File: config.mk
export PLATFORM = sky130hd
export DESIGN_NAME = avalon_mem_master
export DESIGN_NICKNAME = d
export VERILOG_FILES = /design/src/rtl/avalon_mem_master.sv
export SDC_FILE = /design/constraint.sdc
export NUM_CORES = 1
export LEC_CHECK = 0
export BUFFER_PORTS_ARGS = -buffer_cell sky130_fd_sc_hd__buf_2
export CAP_MARGIN = 0
export CELL_PAD_IN_SITES_DETAIL_PLACEMENT = 1
export CELL_PAD_IN_SITES_GLOBAL_PLACEMENT = 2
export CORE_UTILIZATION = 32
export DETAILED_ROUTE_END_ITERATION = 8
export GPL_TIMING_DRIVEN = 0
export PLACE_DENSITY_LB_ADDON = 0.1
export SLEW_MARGIN = 40
export SYNTH_ARGS = -nofsm -noshare
export SYNTH_HDL_FRONTEND = slang
export SYNTH_SLANG_ARGS = --single-unit
File: constraint.sdc
create_clock -name clk -period 8.4 [get_ports clk]
set_clock_uncertainty 0.1 [all_clocks]
set_input_delay 1.68 -clock clk [delete_from_list [all_inputs] [get_ports clk]]
set_output_delay 1.68 -clock clk [all_outputs]
set_load 0.02 [all_outputs]
File: src/rtl/avalon_mem_master.sv
// CPU load/store front end for an Avalon-MM data-memory slave: one request at a time,
// word-aligned bus cycles with lane enables, extended load data, misalign/timeout errors.
module avalon_mem_master #(
  parameter int unsigned TIMEOUT_CYCLES = 64
) (
  input  logic        clk,
  input  logic        reset,
  input  logic        cpu_req,
  input  logic        cpu_write,
  input  logic [31:0] cpu_addr,
  input  logic [1:0]  cpu_size,
  input  logic        cpu_signed,
  input  logic [31:0] cpu_wdata,
  output logic        cpu_busy,
  output logic        cpu_done,
  output logic        cpu_error,
  output logic [31:0] cpu_rdata,
  output logic [31:0] address,
  output logic [3:0]  byteenable,
  output logic        read,
  output logic        write,
  input  logic        waitrequest,
  input  logic [31:0] readdata,
  output logic [31:0] writedata
);

  localparam int CW = $clog2(TIMEOUT_CYCLES + 1);

  typedef enum logic [1:0] {IDLE, ACCESS, DONE} state_t;

  state_t        state;
  logic [CW-1:0] wait_cnt;
  logic [1:0]    size_q;
  logic [1:0]    off_q;
  logic          signed_q;

  logic          misaligned;
  logic [3:0]    be_req;
  logic [31:0]   wd_req;
  logic [31:0]   lane;
  logic [31:0]   load_val;

  // Request decode: lane enables, replicated store data and the alignment check.
  always_comb begin
    // NOTE: every output gets a default first so no path through the case infers a latch.
    misaligned = 1'b0;
    be_req     = 4'b0000;
    wd_req     = cpu_wdata;
    case (cpu_size)
      2'b00: begin
        be_req = 4'b0001 << cpu_addr[1:0];
        wd_req = {4{cpu_wdata[7:0]}};
      end
      2'b01: begin
        misaligned = cpu_addr[0];
        be_req     = cpu_addr[1] ? 4'b1100 : 4'b0011;
        wd_req     = {2{cpu_wdata[15:0]}};
      end
      2'b10: begin
        misaligned = |cpu_addr[1:0];
        be_req     = 4'b1111;
      end
      default: misaligned = 1'b1;
    endcase
  end

  // Right-justify the addressed lane of readdata, then extend it.
  always_comb begin
    lane     = readdata >> {off_q, 3'b000};
    load_val = lane;
    case (size_q)
      2'b00:   load_val = {{24{signed_q & lane[7]}}, lane[7:0]};
      2'b01:   load_val = {{16{signed_q & lane[15]}}, lane[15:0]};
      default: load_val = lane;
    endcase
  end

  always_ff @(posedge clk or posedge reset) begin
    // NOTE: non-blocking assignments so every register updates from pre-edge values.
    if (reset) begin
      state      <= IDLE;
      wait_cnt   <= '0;
      size_q     <= 2'b00;
      off_q      <= 2'b00;
      signed_q   <= 1'b0;
      cpu_busy   <= 1'b0;
      cpu_done   <= 1'b0;
      cpu_error  <= 1'b0;
      cpu_rdata  <= '0;
      address    <= '0;
      byteenable <= '0;
      writedata  <= '0;
      read       <= 1'b0;
      write      <= 1'b0;
    end else begin
      cpu_done  <= 1'b0;
      cpu_error <= 1'b0;
      case (state)
        IDLE: begin
          if (cpu_req) begin
            size_q   <= cpu_size;
            off_q    <= cpu_addr[1:0];
            signed_q <= cpu_signed;
            wait_cnt <= '0;
            cpu_busy <= 1'b1;
            if (misaligned) begin
              state     <= DONE;
              cpu_done  <= 1'b1;
              cpu_error <= 1'b1;
            end else begin
              state      <= ACCESS;
              address    <= {cpu_addr[31:2], 2'b00};
              byteenable <= be_req;
              writedata  <= wd_req;
              read       <= ~cpu_write;
              write      <= cpu_write;
            end
          end
        end
        ACCESS: begin
          if (!waitrequest) begin
            if (read) cpu_rdata <= load_val;
            read     <= 1'b0;
            write    <= 1'b0;
            state    <= DONE;
            cpu_done <= 1'b1;
          end else if (wait_cnt == CW'(TIMEOUT_CYCLES - 1)) begin
            // This edge is the TIMEOUT_CYCLES-th stalled one: abort without touching cpu_rdata.
            read      <= 1'b0;
            write     <= 1'b0;
            state     <= DONE;
            cpu_done  <= 1'b1;
            cpu_error <= 1'b1;
          end else begin
            wait_cnt <= wait_cnt + CW'(1);
          end
        end
        DONE: begin
          state    <= IDLE;
          cpu_busy <= 1'b0;
        end
        default: state <= IDLE;
      endcase
    end
  end

endmodule

==> impl_metrics.json <==
{
  "yosysTopAreaCellShare_pct": 53.1,
  "die_x_microns": 133,
  "finalCritPeriodShare_pct": 35.8,
  "first_iter_violations": 143,
  "post-place-cells": 929,
  "fp.dieArea_sq_um": 17800,
  "fmax_mhz": 332,
  "relSlewSlack_pct": 50.1,
  "layout_setup_ws_ns": 5.39,
  "period_needed_ns": 3.01,
  "drtAntennaViolNets": 0,
  "grt_antenna_before_repair": 1,
  "critPathKind": "in2reg",
  "port_buffers": 204,
  "finalPower_mw": 2.61,
  "hold_viol_final": 0,
  "peakVddDrop_uv": 167,
  "synth.most_common_cell": "dfrtp_1",
  "setup_tns_ns": 0,
  "routedWlPerCell_microns": 18.6,
  "postCtsSetupRepairBufs": 0,
  "p_leak_nw": 3.63,
  "coreArea_sq_um": 16700,
  "synth_commonest_cells": "dfrtp_1 (117), nand2_1 (53), mux2_2 (47)",
  "cellPowerDensity_nw_per_um2": 350,
  "worstPathArrival_ns": 3.21,
  "cap_violations": 0,
  "grt_pass1_vias": 5181,
  "synth-async-reset-ratio_pct": 100,
  "cp_max_fo": 10,
  "end_kind": "flip-flop",
  "ys_seq_area_share_pct": 53.1,
  "vias_per_cell": 4.89,
  "h-tree-depth": 4,
  "track_usage_pct": 21.2,
  "ctsHoldBuffers": 0,
  "overflow": 0,
  "ys_types": 51,
  "pre_cts_ws_ns": 4.89,
  "cp-start-kind": "input pin",
  "cts_root_buffer": "clkbuf_16",
  "cts_resized": 0,
  "synth_top_area_cell": "dfrtp_1",
  "grt_pass1_wl_mm": 28.6,
  "grt_max_degree": 69,
  "synth_cells": 503,
  "cts_buffers": 17,
  "synthTopCellsByArea": "dfrtp_1 (53%), mux2_2 (9.6%), mux2i_1 (7.3%)",
  "yosysWarnings": 0,
  "drv_slew": 0,
  "gp_congestion": 0.799,
  "vias": 4705,
  "core.rowCount": 47,
  "die_y_microns": 133,
  "hp-class": "reg2reg",
  "clk_path_buf_depth": 2,
  "ys.flop_type": "dfrtp_1",
  "start_util_pct": 33.0,
  "clk_latency_ns": 0.42,
  "status": "finished clean",
  "wl_mm": 17.9,
  "netlist_area_sq_um": 5520,
  "setup_viol": 0,
  "regToRegSetupSlack_ns": 6.31,
  "cts_tree": "built",
  "cts.sinks": 117,
  "io-pin-count": 209,
  "worst_slew_pin_slew_ns": 0.748,
  "final_nets": 833,
  "avgSynthCellArea_sq_um": 11.0,
  "rsz0062_at_grt": "false",
  "dp_hpwl_mm": 13.4,
  "layout.cells.non_filler": 962,
  "synth-edff-count": 0,
  "firstDrtPassIters": 6,
  "required_ns": 8.60,
  "area_growth_pct": 35.3,
  "drc_errors": 0,
  "layout-drive-gt1-share_pct": 43.5,
  "clk_pin_slew_ns": 0.05,
  "yosys_register_bits": 117
}
## through the flow
step / hold slack [ns] / util [%] / area [sq um]
after detailed placement: 0.369 / 41.0 / 6850
final: 0.375 / 44.7 / 7460
after floorplan: 0.358 / - / 5520
after CTS: 0.384 / 44.7 / 7460
after global routing: 0.412 / 44.7 / 7460
after global placement: 0.359 / 40.8 / 6820
## worst max-delay path, cell delays in order
cell and delay, ns:
clkbuf_1 0.27, a21oi_1 0.11, o21ai_2 0.40, buf_2 0.36
mux2_2 0.37
## state kept, by name, summed over array words and instances, names as in the netlist
| signal | cells |
|---|---|
| off_q | 2 |
| write | 1 |
| signed_q | 1 |
| cpu_done | 1 |
| state | 2 |
| cpu_rdata | 32 |
| byteenable | 4 |
| wait_cnt | 7 |
| writedata | 32 |
| address | 30 |
| size_q | 2 |
| cpu_busy | 1 |
| cpu_error | 1 |
| read | 1 |
## final timing paths
check / startpoint / end / depth (start not counted)
worst max-delay path: cpu_size[1] / address[8]$_DFFE_PP0P_ / 5
worst max register to register: off_q[0]$_DFFE_PP0P_ / cpu_rdata[14]$_DFFE_PP0P_ / 5
worst min-delay path: writedata[8]$_DFFE_PP0P_ / writedata[8]$_DFFE_PP0P_ / 2
max in group asynchronous: reset / wait_cnt[6]$_DFFE_PP0P_ / 3
worst min register to register: writedata[8]$_DFFE_PP0P_ / writedata[8]$_DFFE_PP0P_ / 2
min in group asynchronous: reset / address[23]$_DFFE_PP0P_ / 2
## metal layers
metal / up-vias / wire length, microns / track usage [%]
met5: - / 0 / 0
met2: 152 / 8630 / 34.5
met3: 20 / 1480 / 8.90
met4: 0 / 318 / 7.07
li1: 2223 / - / -
met1: 2310 / 7450 / 25.1
## cells by family (layout without fill, tap and decap cells)
| family | Yosys count | after routing | share of synthesized area, % |
|---|---|---|---|
| simple gates | 142 | 142 | 12.1 |
| fa+ha+maj | 1 | 1 | 0.227 |
| flops | 117 | 117 | 53.1 |
| other cells | 1 | 3 | 0.0680 |
| xor+xnor | 1 | 1 | 0.159 |
| mux | 89 | 89 | 17.7 |
| compound gates | 112 | 112 | 13.0 |
| buf+inv | 40 | 277 | 3.61 |
## where the power goes
group | total, mW | internal [mW] | switching (mW)
Sequential | 0.888 | 0.774 | 0.114
Combinational | 0.966 | 0.372 | 0.594
Clock | 0.755 | 0.471 | 0.284
## cell type report
cell class	count	area (sq um)
clock buffer	19	433
buffer	35	180
clock inverter	13	175
tap	220	275
fill	1951	9240
inverter	5	26.3
multi-input combinational	347	2390
sequential	117	2930
antenna	1	2.50
timing repair buffer	205	1050
## placed cells by master (no fill, tap or decap), types with 7 or more instances in the layout
master	count
buf_2	219
dfrtp_1	117
nand2_1	53
mux2_2	47
o21ai_0	40
mux2i_1	40
nor2_1	38
a21oi_1	29
clkbuf_16	17
clkbuf_1	15
and2_1	15
nor2b_1	11
o22a_2	9
o22a_1	7
nand3_1	7
a211oi_1	7
Power figures use the tool's default switching activity.
